File: config.mk
export PLATFORM = sky130hd
export DESIGN_NAME = dmem_arbiter_flat
export DESIGN_NICKNAME = d
export VERILOG_FILES = /design/src/rtl/dmem_arbiter_if.sv /design/src/rtl/dmem_arbiter.sv /design/src/flat_wrapper.sv
export SDC_FILE = /design/constraint.sdc
export NUM_CORES = 1
export LEC_CHECK = 0
export ABC_AREA = 1
export BUFFER_PORTS_ARGS = -buffer_cell sky130_fd_sc_hd__buf_2
export CAP_MARGIN = 5
export CORE_AREA = 2 2 120 122
export CTS_CLUSTER_DIAMETER = 30
export DETAILED_ROUTE_END_ITERATION = 8
export DIE_AREA = 0 0 122 124
export PLACE_DENSITY = 0.68
export SETUP_SLACK_MARGIN = 0.4
export SLEW_MARGIN = 20
export SYNTH_ARGS = -nofsm -noshare
export SYNTH_HDL_FRONTEND = slang
export SYNTH_SLANG_ARGS = --single-unit
File: constraint.sdc
create_clock -name clk -period 2 [get_ports clk]
set_input_delay 0 -clock clk [delete_from_list [all_inputs] [get_ports clk]]
set_output_delay 0 -clock clk [all_outputs]
set_load 0.02 [all_outputs]
File: src/rtl/dmem_arbiter_if.sv
// dmem_arbiter_if: core (C), debug (D) and data_memory signal bundle for dmem_arbiter
//  slave  : arbiter side (takes requests and mem_rdata, drives grants, responses and mem_*)
//  master : requester/memory side
interface dmem_arbiter_if #(parameter int AW = 32, parameter int DW = 32);
  logic          c_req;
  logic          c_we;
  logic [AW-1:0] c_addr;
  logic [DW-1:0] c_wdata;
  logic [2:0]    c_fun3;
  logic          c_gnt;
  logic          c_rvalid;
  logic [DW-1:0] c_rdata;
  logic          c_err;
  logic          d_req;
  logic          d_we;
  logic [AW-1:0] d_addr;
  logic [DW-1:0] d_wdata;
  logic [2:0]    d_fun3;
  logic          d_gnt;
  logic          d_rvalid;
  logic [DW-1:0] d_rdata;
  logic          d_err;
  logic          mem_rd_en;
  logic          mem_wd_en;
  logic [AW-1:0] mem_addr;
  logic [DW-1:0] mem_wdata;
  logic [2:0]    mem_fun3;
  logic [DW-1:0] mem_rdata;
  modport slave (
    input  c_req, c_we, c_addr, c_wdata, c_fun3,
    input  d_req, d_we, d_addr, d_wdata, d_fun3,
    input  mem_rdata,
    output c_gnt, c_rvalid, c_rdata, c_err,
    output d_gnt, d_rvalid, d_rdata, d_err,
    output mem_rd_en, mem_wd_en, mem_addr, mem_wdata, mem_fun3
  );
  modport master (
    output c_req, c_we, c_addr, c_wdata, c_fun3,
    output d_req, d_we, d_addr, d_wdata, d_fun3,
    output mem_rdata,
    input  c_gnt, c_rvalid, c_rdata, c_err,
    input  d_gnt, d_rvalid, d_rdata, d_err,
    input  mem_rd_en, mem_wd_en, mem_addr, mem_wdata, mem_fun3
  );
endinterface

File: src/rtl/dmem_arbiter.sv
// dmem_arbiter: shares data_memory between core (C) and debug/DMA (D) with burst-capped owner-keeps arbitration
//  clk : rising-edge clock
//  rst : synchronous reset, active-low
//  bus : dmem_arbiter_if slave (C/D request, grant, response ports and data_memory port)
module dmem_arbiter #(
  parameter int AW        = 32,
  parameter int DW        = 32,
  parameter int MAX_BURST = 4
) (
  input logic            clk,
  input logic            rst,
  dmem_arbiter_if.slave  bus
);
  typedef enum logic [1:0] {IDLE, OWN_C, OWN_D} state_t;
  localparam int BW = $clog2(MAX_BURST + 1);
  localparam logic [BW-1:0] MAXB = BW'(MAX_BURST);
  state_t        state_q, state_d;
  logic          last_q, last_d;
  logic [BW-1:0] burst_q, burst_d;
  logic          c_rvalid_q, c_rvalid_d, c_err_q, c_err_d;
  logic          d_rvalid_q, d_rvalid_d, d_err_q, d_err_d;
  logic [DW-1:0] c_rdata_q, c_rdata_d, d_rdata_q, d_rdata_d;
  logic          c_mis, d_mis, c_pri, c_win, d_win, gnt, same;
  logic          sel_we, sel_mis;
  logic [AW-1:0] sel_addr;
  logic [DW-1:0] sel_wdata;
  logic [2:0]    sel_fun3;
  function automatic logic misaligned(input logic [2:0] f, input logic [1:0] a);
    return (f[1:0] == 2'b01 && a[0]) || (f[1:0] == 2'b10 && a != 2'b00);
  endfunction
  always_comb begin
    c_mis      = misaligned(bus.c_fun3, bus.c_addr[1:0]);
    d_mis      = misaligned(bus.d_fun3, bus.d_addr[1:0]);
    // C wins a contested cycle: from idle if it was last owner, while it owns below the cap, or when D hit the cap
    c_pri      = state_q == IDLE ? !last_q : state_q == OWN_C ? burst_q < MAXB : burst_q == MAXB;
    c_win      = rst && bus.c_req && (!bus.d_req || c_pri);
    d_win      = rst && bus.d_req && !c_win;
    gnt        = c_win || d_win;
    sel_we     = c_win ? bus.c_we : bus.d_we;
    sel_mis    = c_win ? c_mis : d_mis;
    sel_addr   = c_win ? bus.c_addr : bus.d_addr;
    sel_wdata  = c_win ? bus.c_wdata : bus.d_wdata;
    sel_fun3   = c_win ? bus.c_fun3 : bus.d_fun3;
    same       = (c_win && state_q == OWN_C) || (d_win && state_q == OWN_D);
    state_d    = c_win ? OWN_C : d_win ? OWN_D : IDLE;
    last_d     = gnt ? d_win : last_q;
    burst_d    = !gnt ? '0 : !same ? BW'(1) : burst_q == MAXB ? burst_q : burst_q + 1'b1;
    c_rvalid_d = c_win && !bus.c_we;
    c_err_d    = c_win && c_mis;
    c_rdata_d  = (c_win && !bus.c_we && !c_mis) ? bus.mem_rdata : '0;
    d_rvalid_d = d_win && !bus.d_we;
    d_err_d    = d_win && d_mis;
    d_rdata_d  = (d_win && !bus.d_we && !d_mis) ? bus.mem_rdata : '0;
  end
  always_ff @(posedge clk) begin
    if (!rst) begin
      state_q    <= IDLE;
      last_q     <= 1'b0;
      burst_q    <= '0;
      c_rvalid_q <= 1'b0;
      c_err_q    <= 1'b0;
      c_rdata_q  <= '0;
      d_rvalid_q <= 1'b0;
      d_err_q    <= 1'b0;
      d_rdata_q  <= '0;
    end else begin
      state_q    <= state_d;
      last_q     <= last_d;
      burst_q    <= burst_d;
      c_rvalid_q <= c_rvalid_d;
      c_err_q    <= c_err_d;
      c_rdata_q  <= c_rdata_d;
      d_rvalid_q <= d_rvalid_d;
      d_err_q    <= d_err_d;
      d_rdata_q  <= d_rdata_d;
    end
  end
  // responses are masked while reset is held so a pending response never escapes
  assign bus.c_gnt     = c_win;
  assign bus.d_gnt     = d_win;
  assign bus.c_rvalid  = rst && c_rvalid_q;
  assign bus.c_err     = rst && c_err_q;
  assign bus.c_rdata   = rst ? c_rdata_q : '0;
  assign bus.d_rvalid  = rst && d_rvalid_q;
  assign bus.d_err     = rst && d_err_q;
  assign bus.d_rdata   = rst ? d_rdata_q : '0;
  assign bus.mem_rd_en = gnt && !sel_we && !sel_mis;
  assign bus.mem_wd_en = gnt && sel_we && !sel_mis;
  assign bus.mem_addr  = gnt ? sel_addr : '0;
  assign bus.mem_wdata = gnt ? sel_wdata : '0;
  assign bus.mem_fun3  = gnt ? sel_fun3 : '0;
endmodule

File: src/flat_wrapper.sv
// flat-port wrapper written by rule: the top's interface ports become plain ports
module dmem_arbiter_flat 
#(
  parameter int AW        = 32,
  parameter int DW        = 32,
  parameter int MAX_BURST = 4
)
  (clk, rst, bus_c_req, bus_c_we, bus_c_addr, bus_c_wdata, bus_c_fun3, bus_d_req, bus_d_we, bus_d_addr, bus_d_wdata, bus_d_fun3, bus_mem_rdata, bus_c_gnt, bus_c_rvalid, bus_c_rdata, bus_c_err, bus_d_gnt, bus_d_rvalid, bus_d_rdata, bus_d_err, bus_mem_rd_en, bus_mem_wd_en, bus_mem_addr, bus_mem_wdata, bus_mem_fun3);
  dmem_arbiter_if #(.AW(AW), .DW(DW)) bus_i ();
  input logic clk;
  input logic rst;
  input wire logic [$bits(bus_i.c_req)-1:0] bus_c_req;
  input wire logic [$bits(bus_i.c_we)-1:0] bus_c_we;
  input wire logic [$bits(bus_i.c_addr)-1:0] bus_c_addr;
  input wire logic [$bits(bus_i.c_wdata)-1:0] bus_c_wdata;
  input wire logic [$bits(bus_i.c_fun3)-1:0] bus_c_fun3;
  input wire logic [$bits(bus_i.d_req)-1:0] bus_d_req;
  input wire logic [$bits(bus_i.d_we)-1:0] bus_d_we;
  input wire logic [$bits(bus_i.d_addr)-1:0] bus_d_addr;
  input wire logic [$bits(bus_i.d_wdata)-1:0] bus_d_wdata;
  input wire logic [$bits(bus_i.d_fun3)-1:0] bus_d_fun3;
  input wire logic [$bits(bus_i.mem_rdata)-1:0] bus_mem_rdata;
  output wire logic [$bits(bus_i.c_gnt)-1:0] bus_c_gnt;
  output wire logic [$bits(bus_i.c_rvalid)-1:0] bus_c_rvalid;
  output wire logic [$bits(bus_i.c_rdata)-1:0] bus_c_rdata;
  output wire logic [$bits(bus_i.c_err)-1:0] bus_c_err;
  output wire logic [$bits(bus_i.d_gnt)-1:0] bus_d_gnt;
  output wire logic [$bits(bus_i.d_rvalid)-1:0] bus_d_rvalid;
  output wire logic [$bits(bus_i.d_rdata)-1:0] bus_d_rdata;
  output wire logic [$bits(bus_i.d_err)-1:0] bus_d_err;
  output wire logic [$bits(bus_i.mem_rd_en)-1:0] bus_mem_rd_en;
  output wire logic [$bits(bus_i.mem_wd_en)-1:0] bus_mem_wd_en;
  output wire logic [$bits(bus_i.mem_addr)-1:0] bus_mem_addr;
  output wire logic [$bits(bus_i.mem_wdata)-1:0] bus_mem_wdata;
  output wire logic [$bits(bus_i.mem_fun3)-1:0] bus_mem_fun3;
  assign bus_i.c_req = bus_c_req;
  assign bus_i.c_we = bus_c_we;
  assign bus_i.c_addr = bus_c_addr;
  assign bus_i.c_wdata = bus_c_wdata;
  assign bus_i.c_fun3 = bus_c_fun3;
  assign bus_i.d_req = bus_d_req;
  assign bus_i.d_we = bus_d_we;
  assign bus_i.d_addr = bus_d_addr;
  assign bus_i.d_wdata = bus_d_wdata;
  assign bus_i.d_fun3 = bus_d_fun3;
  assign bus_i.mem_rdata = bus_mem_rdata;
  assign bus_c_gnt = bus_i.c_gnt;
  assign bus_c_rvalid = bus_i.c_rvalid;
  assign bus_c_rdata = bus_i.c_rdata;
  assign bus_c_err = bus_i.c_err;
  assign bus_d_gnt = bus_i.d_gnt;
  assign bus_d_rvalid = bus_i.d_rvalid;
  assign bus_d_rdata = bus_i.d_rdata;
  assign bus_d_err = bus_i.d_err;
  assign bus_mem_rd_en = bus_i.mem_rd_en;
  assign bus_mem_wd_en = bus_i.mem_wd_en;
  assign bus_mem_addr = bus_i.mem_addr;
  assign bus_mem_wdata = bus_i.mem_wdata;
  assign bus_mem_fun3 = bus_i.mem_fun3;
  dmem_arbiter #(.AW(AW), .DW(DW), .MAX_BURST(MAX_BURST)) u_core (.clk(clk), .rst(rst), .bus(bus_i));
endmodule
* After elaboration in Yosys (flattened, before gate mapping)
Cells that the tools add are included.
** Cells by class
- $add $sub $neg :: 1
- Multiply operators :: 0
- Divide/modulo/power cells :: 0
- Magnitude comparators :: 1
- Equal/unequal tests :: 8
- Shift-type cells :: 0
- Muxes and demuxes :: 16
- Bitwise logic cells :: 1
- Reductions and logical operators :: 46
** Operators by type and width (count)
- $mux 32 :: 6
- $logic_and 1x1->1 :: 24
- $logic_not 1->1 :: 9
- $mux 1 :: 7
- $eq 2x1->1 const B :: 3
- $eq 2x2->1 const B :: 3
- $mux 3 :: 2
- $reduce_and 2->1 :: 3
- $logic_or 1x1->1 :: 5
- $reduce_bool 2->1 :: 2
- $add 3x1->3 const B :: 1
- $eq 3x3->1 const B :: 1
- $lt 3x3->1 const B :: 1
- $reduce_and 3->1 :: 1
- $logic_not 2->1 :: 1
- $mux 2 :: 1
- $ne 2x2->1 const B :: 1
- $reduce_or 2->1 :: 1
- $not 1->1 :: 1
** Storage, ports and cells
- Bits in registers :: 74
- Bits in latches :: 0
- Memory bits (writable) :: 0
- Memory bits (read-only) :: 0
- Input port bits :: 172
- Output and inout bits :: 139
- Word-level logic and storage cells :: 84
- Memories :: 0

* Longest topological paths before layout
- Depth after elaboration :: 10
- Depth in mapped cells :: 13
- Gate-level depth less buffers :: 11

* Worst setup path before layout
Ideal clock, no wire load.
- Path kind :: reg-to-output
- Start point :: register u_core.burst_q[0]
- End point :: output bus_mem_rd_en
- Data arrival time :: 1.622 ns
- Required time :: 2.000 ns
- Path slack :: 0.378 ns
- Stages on the path, launching flop included :: 13
- Buffers on the path :: 1
- Cells stage by stage :: dfxtp_1 inv_1 ha_1 nand2_2 nand2_1 nand2_1 nand2_2 nand2_8 inv_2 buf_4 nand2_1 nand2_1 nor2_1
** On the way
- Cells in the longest elaborated chain, start to end :: 10
- Elaborated cells on any way between the ends :: 15
- Classes of those cells :: order compare: 1; eq/ne: 1; mux: 4; reduce/logical: 9
** Ends and longest elaborated chain
- start: declaration :: RTL line dmem_arbiter.sv:19 : logic [BW-1:0] burst_q, burst_d;
- start signal: assignment :: RTL line dmem_arbiter.sv:69 : burst_q <= burst_d;
- $lt 3x3->1 / $eq 3x3->1 (equally long branches) :: RTL line dmem_arbiter.sv:35 : c_pri = state_q == IDLE ? !last_q : state_q == OWN_C ? burst_q < MAXB : burst_q == MAXB;
- $mux 1 (*) (2 in a row) :: RTL line dmem_arbiter.sv:35
- $logic_or 1x1->1 (*) :: RTL line dmem_arbiter.sv:36 : c_win = rst && bus.c_req && (!bus.d_req || c_pri);
- $logic_and 1x1->1 (*) :: RTL line dmem_arbiter.sv:36
- $logic_not 1->1 :: RTL line dmem_arbiter.sv:37 : d_win = rst && bus.d_req && !c_win;
- $logic_and 1x1->1 :: RTL line dmem_arbiter.sv:37
- $logic_or 1x1->1 :: RTL line dmem_arbiter.sv:38 : gnt = c_win || d_win;
- $logic_and 1x1->1 :: RTL line dmem_arbiter.sv:87 : assign bus.mem_rd_en = gnt && !sel_we && !sel_mis;
- $logic_and 1x1->1 (*) :: RTL line dmem_arbiter.sv:87
- end: declaration :: RTL line flat_wrapper.sv:31 : output wire logic [$bits(bus_i.mem_rd_en)-1:0] bus_mem_rd_en;
Mark *: on every way between the ends. The rest lies on a longest branch, timed or not.

* Worst setup path in the final report
- Start point :: register u_core.burst_q[0]
- End point :: output bus_mem_addr[11]
** On the way
- Cells in the longest elaborated chain, start to end :: 9
- Elaborated cells on any way between the ends :: 11
- Classes of those cells :: order compare: 1; eq/ne: 1; mux: 4; reduce/logical: 5
** Ends and longest elaborated chain
- $lt 3x3->1 / $eq 3x3->1 (equally long branches) :: RTL line dmem_arbiter.sv:35
- $mux 1 (*) (2 in a row) :: RTL line dmem_arbiter.sv:35
- $logic_or 1x1->1 (*) :: RTL line dmem_arbiter.sv:36
- $logic_and 1x1->1 (*) :: RTL line dmem_arbiter.sv:36
- $logic_not 1->1 :: RTL line dmem_arbiter.sv:37
- $logic_and 1x1->1 :: RTL line dmem_arbiter.sv:37
- $logic_or 1x1->1 :: RTL line dmem_arbiter.sv:38
- $mux 32 (*) :: RTL line dmem_arbiter.sv:89 : assign bus.mem_addr = gnt ? sel_addr : '0;
- end: declaration :: RTL line flat_wrapper.sv:33 : output wire logic [$bits(bus_i.mem_addr)-1:0] bus_mem_addr;
Marks and branches as above.

==> run_results.csv <==
group,metric,value,unit
run_status,status,"completed",
routing,vias,4887,
logic_synthesis,synth-main-ff-cell,"dfxtp_1",
die,dieHeight,124,um
min_path,hold_path.class,"input port to register",
cells_and_area,syn2layout_area_growth,100,%
die,num_rows,43,
sta,clock.fmax,519,MHz
sta,tightestPinTransition,0.614,ns
cts,numCtsBuffers,9,
logic_synthesis,ys_seq_area_share,39.9,%
cells_and_area,layout-drive-gt1-share,49.1,%
cts,clockBufferDepth,2,
sta,finalCritPeriodShare,96.4,%
die,dieArea,15100,um2
cts,cts_sinks,74,
routing,post_drt_wl_per_cell,15.4,um
sta,min_period,1.93,ns
sta,maxSlewHeadroom,59.0,%
sta,rsz0062_at_grt,"true",
worst_setup_path,required,2.00,ns
pwr,p_leak,4.74,nW
cts,clk_pin_slew,0.06,ns
logic_synthesis,synth_top_cell_area_share,39.9,%
worst_setup_path,rr_startpoint,"u_core.burst_q[0]",
cts,cts_tree,"done",
cts,insertion_delay,0.33,ns
sta,setup_violations,0,
cells_and_area,nets,1149,
worst_setup_path,critPathMaxFanout,8,
logic_synthesis,post-synth-top-count-cell,"nand2_1",
worst_setup_path,ff2ff_path_depth,13,
pwr,irDropWorstVdd,0.341,mV
sta,setup_tns,0,ns
routing,ant_nets,0,
cts,cts_root_buf,"clkbuf_16",
routing,viasPerCell,4.21,
routing,drt_wl_total,17.9,mm
flow_run,drv_cap,0,
global_route,antenna_found_initial,0,
logic_synthesis,syn_inst,602,
die,ios,311,
sta,whs,0.186,ns
die,start_util,27.0,%
logic_synthesis,ys_ff_latch,74,
worst_setup_path,worst_setup_path_end_kind,"output port",
logic_synthesis,synthTopCellsByCount,"nand2_1 (266), inv_1 (120), dfxtp_1 (74)",
logic_synthesis,avgSynthCellArea,6.16,um2
global_route,grt_pass1_vias,4618,
place,hpwl,11.9,mm
logic_synthesis,synth_area,3710,um2
routing,drt_iter0_markers,255,
logic_synthesis,yosysTopAreaCell,"dfxtp_1",
pwr,powerDensity,600,nW/um2
routing,drc,0,
cells_and_area,n_fill_cell,1262,
worst_setup_path,arrival,1.93,ns
logic_synthesis,syn_nets,776,
place,portBuffers,310,
logic_synthesis,async_flop_share,0,%
worst_setup_path,startpoint,"u_core.burst_q[0]",
sta,slew_violations,0,
worst_setup_path,setup.worst_path.start_class,"register",
die,core_area,13700,um2
global_route,grtUsageTotal,21.3,%
routing,first_pass_iters,7,
logic_synthesis,synth_edf_count,0,
global_route,grt_max_degree,68,
min_path,hold_depth,5,
logic_synthesis,ys_types,23,
logic_synthesis,yosys-top-cells-area,"dfxtp_1 (40%), nand2_1 (27%), inv_1 (12%)",
die,die_w,122,um
global_route,grt_pass1_wl,24.1,mm
logic_synthesis,yosysWarnings,0,
pwr,total_power,4.46,mW
cts,htreeDepth,3,
place,gp_congestion,0.884,
worst_setup_path,path_class,"register to output port",
min_path,hold_start,"bus_c_addr[0]",
sta,fin_skew,0.00621,ns
sta,hold_viol,0,
global_route,grt_remaining_overflow,0,
==> state kept, by name, summed over array words and instances (netlist names) <==
name,cells
u_core.c_rdata_q,32
u_core.d_rdata_q,32
u_core.burst_q,3
u_core.state_q,2
u_core.c_err_q,1
u_core.c_rvalid_q,1
u_core.d_err_q,1
u_core.d_rvalid_q,1
u_core.last_q,1
==> worst paths after layout <==
kind                              end  slack, ns
setup reg to reg  u_core.d_rdata_q[8]       0.14
setup / recovery     bus_mem_addr[11]       0.07
hold reg to reg     u_core.burst_q[2]       0.63
hold / removal         u_core.c_err_q       0.19
==> cell usage in the layout (no fill, tap or decap), types with 2 or more instances in the layout <==
cell type	instances
dfxtp_1	72
inv_2	2
buf_2	245
nand2_1	197
dfxtp_2	2
dlygate4sd3_1	36
nand2_4	34
buf_4	32
nor2_4	3
nand2_2	49
nand2_8	2
o21ai_2	2
buf_8	2
clkbuf_16	13
inv_12	2
buf_12	8
o22ai_4	2
o21ai_0	6
nor2_2	12
bufinv_16	2
buf_16	5
nor2_1	62
inv_1	118
buf_6	56
==> stage by stage <==
step | area (um2) | instances | utilization, % | setup slack, ns
global placement | 5430 | 1074 | 39.5 | 0.136
CTS | 7060 | 1148 | 51.5 | 0.0835
detailed placement | 5430 | 1074 | 39.5 | 0.0767
global route | 7430 | 1159 | 54.2 | -0.0169
finish | 7430 | 1160 | 54.2 | 0.0728
floorplan | 3710 | 602 | - | 0.416
==> metal layers <==
layer / vias to the layer above / share of wire (%) / global-route usage (%)
met4: 0 / 2.9 / 8.98
met3: 39 / 7.0 / 5.45
met2: 231 / 55 / 40.8
met1: 2180 / 36 / 21.9
met5: - / 0 / 0
li1: 2437 / - / -
==> timing repair <==
item	CTS	global route
buffers inserted	17	5
hold buffers	36	0
resized for setup	213	55
pin swaps	25	21
hold endpoints to repair	67	0
endpoints found under the setup margin	103	138
gates cloned	6	6
==> power by group <==
| group | switching (mW) | internal (mW) | total [mW] |
|---|---|---|---|
| clock network | 0.583 | 1.12 | 1.70 |
| logic | 0.650 | 0.576 | 1.23 |
| registers | 0.0120 | 1.51 | 1.53 |
==> worst max-delay path: stages, from the launching register on <==
cell and delay, ns:
dfxtp_2 0.32, inv_2 0.08, ha_4 0.15, nand2_4 0.05, nand2_2 0.07, nand2_2 0.07, nand2_4 0.08, nand2_8 0.09
inv_12 0.11, buf_12 0.14, clkbuf_16 0.15, nand2_1 0.06, nand2_1 0.08, buf_6 0.12
==> logic make-up (layout without fill, tap and decap cells) <==
kind of cell / after synthesis / count (layout) / share of synthesized area (%)
AO/OA/AOI/OAI: 13 / 13 / 1.92
buffers and inverters: 150 / 527 / 17.5
flip-flops: 74 / 74 / 39.9
other: 0 / 1 / 0
XOR/XNOR: 1 / 1 / 0.236
AND/OR/NAND/NOR: 362 / 362 / 39.7
adder cells (fa/ha/maj): 2 / 2 / 0.675
==> cell type report <==
type / count / area (um2) / area share (%)
Timing Repair Buffer: 389 / 2920 / 39.3
Multi-Input combinational cell: 378 / 1990 / 26.8
Sequential cell: 74 / 1480 / 20.0
Inverter: 122 / 483 / 6.50
Clock buffer: 11 / 243 / 3.27
Tap cell: 180 / 225 / 3.03
Clock inverter: 4 / 76.3 / 1.03
Timing Repair inverter: 1 / 8.76 / 0.118
Antenna cell: 1 / 2.50 / 0.0337
Power figures use the tool's default switching activity.
